===== config.mk =====
export PLATFORM = sky130hd
export DESIGN_NAME = vmem_line_serializer
export DESIGN_NICKNAME = d
export VERILOG_FILES = /design/src/rtl/vmem_line_serializer.sv
export SDC_FILE = /design/constraint.sdc
export NUM_CORES = 1
export LEC_CHECK = 0
export CAP_MARGIN = 15
export CORE_MARGIN = 3
export CORE_UTILIZATION = 28
export DETAILED_ROUTE_END_ITERATION = 16
export GPL_ROUTABILITY_DRIVEN = 0
export GPL_TIMING_DRIVEN = 0
export HOLD_SLACK_MARGIN = 0.02
export SLEW_MARGIN = 5
export SYNTH_ARGS = -nofsm -noshare
export SYNTH_HDL_FRONTEND = slang
export SYNTH_SLANG_ARGS = --single-unit

===== constraint.sdc =====
create_clock -name clk -period 4.45 [get_ports clk]
set_input_delay 0.89 -clock clk [delete_from_list [all_inputs] [get_ports clk]]
set_output_delay 0.89 -clock clk [all_outputs]
set_load 0.01 [all_outputs]

===== src/rtl/vmem_line_serializer.sv =====
// rtl/vmem_line_serializer.sv - splits vector line/element requests into 32-bit word-memory transactions
// Define VMEM_SER_MISALIGN_CHK_EN to trap misaligned elements on mem_error instead of forcing alignment.
module vmem_line_serializer #(
   parameter int LINE_BITS = 256,
   parameter int WORD_BITS = 32,
   parameter int ADDR_BITS = 32
) (
   input  logic                 clk,
   input  logic                 rst,
   input  logic                 mem_valid_rd,
   input  logic                 mem_valid_wr,
   input  logic                 mem_unit,
   input  logic [1:0]           mem_sew,
   input  logic [ADDR_BITS-1:0] mem_address,
   input  logic [LINE_BITS-1:0] mem_data_wr,
   output logic                 mem_ready,
   output logic                 mem_valid_o,
   output logic [LINE_BITS-1:0] mem_data_o,
`ifdef VMEM_SER_MISALIGN_CHK_EN
   output logic                 mem_error,
`endif
   output logic                 req_valid,
   input  logic                 req_ready,
   output logic                 req_we,
   output logic [ADDR_BITS-1:0] req_addr,
   output logic [WORD_BITS-1:0] req_wdata,
   output logic [3:0]           req_be,
   input  logic                 rsp_valid,
   input  logic [WORD_BITS-1:0] rsp_rdata
);
   localparam int BEATS = LINE_BITS / WORD_BITS;
   localparam int BW    = (BEATS > 1) ? $clog2(BEATS) : 1;

   typedef enum logic [1:0] {S_IDLE, S_REQ, S_WAIT_RSP, S_DONE} state_t;

   state_t               state_q, state_d;
   logic [BW-1:0]        beat_q, beat_d;
   logic                 unit_q, unit_d;
   logic                 we_q, we_d;
   logic [1:0]           sew_q, sew_d;
   logic [ADDR_BITS-1:0] addr_q, addr_d;
   logic [LINE_BITS-1:0] wdata_q, wdata_d;
   logic [LINE_BITS-1:0] data_q, data_d;
`ifdef VMEM_SER_MISALIGN_CHK_EN
   logic                 err_q, err_d;
   logic                 in_misaligned;
`endif

   logic [1:0]           off;
   logic [WORD_BITS-1:0] elem_mask;
   logic [3:0]           be_mask;
   logic [ADDR_BITS-1:0] base_addr;
   logic                 last_beat;

   // Element offset is pulled down to the element's natural alignment.
   always_comb begin
      off       = addr_q[1:0];
      elem_mask = '1;
      be_mask   = 4'hF;
      case (sew_q)
         2'd0: begin
            elem_mask = WORD_BITS'(8'hFF);
            be_mask   = 4'h1;
         end
         2'd1: begin
            off       = {addr_q[1], 1'b0};
            elem_mask = WORD_BITS'(16'hFFFF);
            be_mask   = 4'h3;
         end
         default: off = 2'b00;
      endcase
   end

   assign base_addr  = {addr_q[ADDR_BITS-1:2], 2'b00};
   assign last_beat  = !unit_q || (beat_q == BW'(BEATS - 1));
   assign mem_data_o = data_q;
`ifdef VMEM_SER_MISALIGN_CHK_EN
   assign in_misaligned = !mem_unit &&
                          ((mem_sew == 2'd1 && mem_address[0]) ||
                           (mem_sew[1] && mem_address[1:0] != 2'b00));
`endif

   always_comb begin
      state_d     = state_q;
      beat_d      = beat_q;
      unit_d      = unit_q;
      we_d        = we_q;
      sew_d       = sew_q;
      addr_d      = addr_q;
      wdata_d     = wdata_q;
      data_d      = data_q;
      mem_ready   = 1'b0;
      mem_valid_o = 1'b0;
      req_valid   = 1'b0;
      req_we      = 1'b0;
      req_addr    = '0;
      req_wdata   = '0;
      req_be      = 4'h0;
`ifdef VMEM_SER_MISALIGN_CHK_EN
      err_d       = err_q;
      mem_error   = 1'b0;
`endif
      case (state_q)
         S_IDLE: begin
            mem_ready = 1'b1;
            if (mem_valid_rd || mem_valid_wr) begin
               unit_d  = mem_unit;
               sew_d   = mem_sew;
               addr_d  = mem_address;
               wdata_d = mem_data_wr;
               we_d    = mem_valid_wr;
               beat_d  = '0;
               state_d = S_REQ;
`ifdef VMEM_SER_MISALIGN_CHK_EN
               err_d = in_misaligned;
               if (in_misaligned) begin
                  state_d = S_DONE;
                  if (!mem_valid_wr) data_d = '0;
               end
`endif
            end
         end
         S_REQ: begin
            req_valid = 1'b1;
            req_we    = we_q;
            if (unit_q) begin
               req_addr  = base_addr + ADDR_BITS'({beat_q, 2'b00});
               req_wdata = wdata_q[WORD_BITS*beat_q +: WORD_BITS];
               req_be    = 4'hF;
            end else begin
               req_addr  = base_addr;
               req_wdata = (wdata_q[WORD_BITS-1:0] & elem_mask) << {off, 3'b000};
               req_be    = be_mask << off;
            end
            if (req_ready) begin
               if (!we_q) begin
                  state_d = S_WAIT_RSP;
               end else if (last_beat) begin
                  state_d = S_DONE;
               end else begin
                  beat_d = beat_q + BW'(1);
               end
            end
         end
         S_WAIT_RSP: begin
            if (rsp_valid) begin
               if (unit_q) begin
                  data_d[WORD_BITS*beat_q +: WORD_BITS] = rsp_rdata;
               end else begin
                  data_d = LINE_BITS'((rsp_rdata >> {off, 3'b000}) & elem_mask);
               end
               if (last_beat) begin
                  state_d = S_DONE;
               end else begin
                  beat_d  = beat_q + BW'(1);
                  state_d = S_REQ;
               end
            end
         end
         default: begin
            mem_valid_o = !we_q;
`ifdef VMEM_SER_MISALIGN_CHK_EN
            mem_error = err_q;
`endif
            state_d = S_IDLE;
         end
      endcase
   end

   always_ff @(posedge clk) begin
      if (rst) begin
         state_q <= S_IDLE;
         beat_q  <= '0;
         unit_q  <= 1'b0;
         we_q    <= 1'b0;
         sew_q   <= 2'd0;
         addr_q  <= '0;
         wdata_q <= '0;
         data_q  <= '0;
`ifdef VMEM_SER_MISALIGN_CHK_EN
         err_q   <= 1'b0;
`endif
      end else begin
         state_q <= state_d;
         beat_q  <= beat_d;
         unit_q  <= unit_d;
         we_q    <= we_d;
         sew_q   <= sew_d;
         addr_q  <= addr_d;
         wdata_q <= wdata_d;
         data_q  <= data_d;
`ifdef VMEM_SER_MISALIGN_CHK_EN
         err_q   <= err_d;
`endif
      end
   end
endmodule

---- Word level (Yosys, flattened, before mapping) ----
Index checks and enable logic that the tools add are counted.
storage, ports and cells
  bits in registers ....................... 553
  output and inout bits ................... 328
cells by class
  add/sub/neg operators ................... 3
  eq/ne operators ......................... 9
  shifts and indexed selects .............. 6
  multiplexer cells ....................... 28
  bitwise gates (word level) .............. 2
  reductions and logical operators ........ 12
operators with widths
  kind                                                                        number
  256-bit by 32-bit AND with 256-bit output                                   1
  256-bit bitwise mux                                                         1
  256-bit 2-to-1 mux                                                          1
  32-bit by 34-bit variable shift with 256-bit output (first input constant)  1
  256-bit by 9-bit indexed part select with 32-bit output                     1
  32-bit by 34-bit indexed part select with 256-bit output                    1
  32-bit by 5-bit right shift with 256-bit output                             1
  32-bit 2-to-1 mux                                                           4
  32-bit one-hot mux with 2 select lines                                      1
  8-bit negation with 34-bit output                                           1
  32-bit by 5-bit adder with 32-bit output                                    1
  32-bit AND                                                                  1
  32-bit by 5-bit left shift with 32-bit output                               1
  3-bit 2-to-1 mux                                                            5
  2-bit 2-to-1 mux                                                            6
  3-bit one-hot mux with 3 select lines                                       1
  4-bit 2-to-1 mux                                                            2
  2-bit != test (second input constant)                                       4
  4-bit one-hot mux with 2 select lines                                       1
  2-bit one-hot mux with 3 select lines                                       1
  5-bit AND reduction                                                         1
  2-bit by 1-bit equality test with 1-bit output (second input constant)      2
  2-bit zero test                                                             2
  1-bit 2-to-1 mux                                                            4
  12 further kinds                                                            15

---- Depth between registers and ports, before layout ----
  depth after elaboration ................. 6
  gate-level depth with buffers ........... 13

---- Worst setup path after synthesis ----
OpenSTA, ideal clock, no wires.
  path type ............................... register -> register
  from .................................... reg beat_q[1]
  to ...................................... reg data_q[23], in the netlist mem_data_o[23]
  setup time .............................. 0.065 ns
  arrival time ............................ 3.168 ns
  required time ........................... 4.385 ns
  setup slack ............................. 1.217 ns
  stages on the path, launching flop included .. 13
  clock period less this slack ............ 3.233 ns
  path through ............................ dfxtp_1 buf_2 buf_4 buf_2 buf_2 inv_1 ha_1 ha_1 or4bb_1 o31ai_2 buf_2 a32oi_1 nor2_1
between the ends
  cells in the longest elaborated chain, start to end .. 4
RTL lines
  element                                                                                                                                 RTL line  source
  start: declaration                                                                                                                      37        logic [BW-1:0] beat_q, beat_d;
  start signal: assignment                                                                                                                185       beat_q <= beat_d;
  8-bit negation with 34-bit output (*)                                                                                                   148       data_d[WORD_BITS*beat_q +: WORD_BITS] = rsp_rdata;
  32-bit by 34-bit indexed part select with 256-bit output / 32-bit by 34-bit variable shift with 256-bit output (equally long branches)  148
  256-bit bitwise mux (*)                                                                                                                 148
  256-bit 2-to-1 mux (*)                                                                                                                  147       if (unit_q) begin
  end signal: assignment                                                                                                                  191       data_q <= data_d;
  end: declaration                                                                                                                        43        logic [LINE_BITS-1:0] data_q, data_d;
Every way passes the cells marked *; elsewhere a longest branch is shown, timed or not.
A chain may end at the register's enable or synchronous reset.

---- Worst setup path after layout ----
  from .................................... reg sew_q[0]
  to ...................................... out req_wdata[24]
between the ends
  cells in the longest elaborated chain, start to end .. 6
RTL lines
  element                                                                                   RTL line  source
  start: declaration                                                                        40        logic [1:0] sew_q, sew_d;
  start signal: assignment                                                                  188       sew_q <= sew_d;
  2-bit by 1-bit equality test with 1-bit output / 2-bit zero test (equally long branches)  60        case (sew_q)
  32-bit one-hot mux with 2 select lines                                                    60
  32-bit AND                                                                                132       req_wdata = (wdata_q[WORD_BITS-1:0] & elem_mask) << {off, 3'b000};
  32-bit by 5-bit left shift with 32-bit output (*)                                         132
  32-bit 2-to-1 mux (*)                                                                     126       if (unit_q) begin
  32-bit 2-to-1 mux (*)                                                                     103       case (state_q)
  end: declaration                                                                          26        output logic [WORD_BITS-1:0] req_wdata,
Marked as above.

==> impl_results.md <==
* Status: finished, final reports clean
* P_leak at 11.82 nW
* All-Layer GR Usage at 25.80%
* Arr. time, crit path at 3.45 ns
* Synthesized area per cell at 8.752 um^2
* Mapped Cells at 2621
* Die Ht at 292.2 um
* Drc violations at 0
* Vias in the first global route at 22704
* DR vias/cell at 5.146
* Pwr Total at 0.01694 W
* Final period utilization at 97.60%
* DRT Wirelength at 115000 um
* Max Freq at 0.2302 GHz
* Worst min path class: reg -> reg
* Clock root buffer master: clkbuf_16
* Post-Syn Area at 22940 um^2
* Synth Flop Type: dfxtp_1
* Cts-stage hold buffer count at 0
* CP Capture Type: primary output
* Asr flop ratio synth at 0%
* CTS H-tree depth at 2
* Grt ovf at 0
* Met3 WL post-DR at 9038 um
* Final Setup Violations at 0
* Synth top area share at 48.26%
* PD cells at 510.5 nW/um^2
* VDD IR max at 0.3500 mV
* Required @ worst endpoint at 3.56 ns
* Die Footprint at 85390 um^2
* Metal-1 WL at 44670 um
* Detail Route Antenna Nets at 0
* Synth area leader: dfxtp_1
* Layout cells sized above 1 at 8.107%
* Row Count at 104
* Synth unique cells at 76
* Pre-CTS WS at -0.4960 ns
* Final WS setup at 0.1069 ns
* Routed via count at 22978
* Startpoint types: flop
* DP Wirelength at 92350 um
* NumNets Final at 3685
* Setup Skew at 0.05010 ns
* Initial Utilization at 28.39%
* First drt pass iteration count at 6
* Yosys reg bits at 553
* Die width at 292.2 um
* Yosys warns at 0
* Worst slew pin tran at 1.218 ns
* Final Critical Period at 4.343 ns
* First-pass GRT wire length at 161200 um
* Layout area overhead at 44.71%
* Worst skew pair latency at 0.66 ns
* CTS tree: yes
* Synth top area cells: dfxtp_1, nand2_1, a21oi_1, mux4_2, a22o_1
* Initial antenna violation count at 13
* Final hold violations at 0
* Max layer used: met5
* CTS sink count at 553
* MaxCap Viol Count at 0
* Register area share after synthesis at 48.26%
* Final Max Tran Viols at 0
* Setup TNS at 0 ns
* Most common cell in the netlist: nand2_1
* WL/cell at 25.76 um
* Boundary Pins at 657
* First DRT Iteration DRCs at 1625
* CORE AREA at 80810 um^2
* CP Class: reg -> out
* Number of synthesized flops with an enable pin at 0
* Max FO, Critical Path at 10
* Post-CTS Setup Bufs at 0
* Clk slew on worst S/H paths at 0.07 ns
* # port buffers at 654
* Metal2 WL at 56230 um
* Longest Clk Path Bufs at 3
* Rel. slew slack at 18.81%
* Pin count of the biggest net entering global routing at 19
* Total CTS buffers at 61
* Most instantiated cells after synthesis: nand2_1, dfxtp_1, a21oi_1
[cell type report]
cell class              instances  area, um^2
fillers                      8225       47610
flip-flops and latches        553       11080
multi-input cells            1835       11060
repair buffers                657        6566
clock buffers                  90        1795
well taps                    1060        1326
plain buffers                 219       974.7
clock inverters                25       312.8
inverters                      13       48.80
diodes                         13       32.53
[critical path, stage by stage (launching register included)]
cell,delay (ns)
dfxtp_1,0.38
clkbuf_1,0.52
nor2_1,0.28
a311oi_1,0.72
a2bb2oi_1,0.21
a311oi_1,0.09
clkdlybuf4s50_1,0.61
[registers in the layout, indices dropped and copies added (netlist names)]
register and cells:
wdata_q 256, sew_q 2, unit_q 1, mem_data_o 256
state_q 2, addr_q 32, beat_q 3, we_q 1
[what timing repair did]
| action | CTS | global route |
|---|---|---|
| endpoints found under the setup margin | 214 | 18 |
| resized for setup | 61 | 10 |
| pin swaps | 8 | 0 |
[per-layer routing]
layer	GRT usage (%)	vias to the layer above
met5	0	-
met4	10.08	8
met3	6.134	218
met2	45.68	1062
met1	30.12	11016
li1	-	10674
[metrics by stage]
stage | cells | utilization (%) | hold slack, ns | instance area, um^2
final | 4465 | 41.08 | 0.4503 | 33190
after global routing | 4453 | 41.04 | 0.4654 | 33160
after CTS | 4454 | 41.02 | 0.4528 | 33140
after detailed placement | 4339 | 38.16 | 0.4421 | 30840
after global placement | 4336 | 38.13 | 0.4346 | 30810
after floorplan | 2622 | - | 0.4331 | 22940
[kinds of logic after synthesis]
kind of cell,synth area share [%]
flops,48.26
fa+ha+maj,0.9055
buf+inv,4.211
other cells,0.01635
compound gates,20.82
mux,7.364
xor+xnor,0.3437
simple gates,18.08
[cell usage in the layout, fill, tap and decap left out, types with 6 or more instances in the layout]
cell type,n
buf_1,11
buf_2,33
dfxtp_1,550
xnor2_1,6
o31ai_1,12
and3_1,10
clkinv_2,11
a32oi_1,17
mux4_2,64
clkbuf_8,16
nand2b_1,44
dlygate4sd2_1,8
o21a_1,8
clkbuf_16,61
o2bb2ai_1,62
buf_4,8
mux2_2,6
a21oi_1,370
a221oi_1,9
a211oi_1,10
a22o_1,96
mux2i_1,18
nand2_1,713
or3_1,7
o21ai_0,87
clkbuf_2,10
or4_1,11
nor3_1,10
clkbuf_1,163
a311oi_1,18
nor2_1,73
nand3_1,16
buf_6,6
clkdlybuf4s50_1,644
diode_2,13
inv_1,11
nand4_1,12
nor2b_1,37
ha_1,14
[final timing paths]
kind,start,cells past startpoint,slack [ns],end
worst min-delay path,mem_data_o[203],2,0.45,mem_data_o[203]
worst max-delay path,sew_q[0],6,0.11,req_wdata[24]
worst max register to register,beat_q[1],12,0.44,mem_data_o[29]
worst min register to register,mem_data_o[203],2,0.45,mem_data_o[203]
[where the power goes]
group | internal (W) | switching, W | leakage (nW)
registers | 0.00562 | 0.000531 | 4.51
clock network | 0.00305 | 0.00220 | 1.03
logic | 0.00191 | 0.00363 | 6.27
total | 0.0106 | 0.00636 | 11.8
Power figures use the tool's default switching activity.
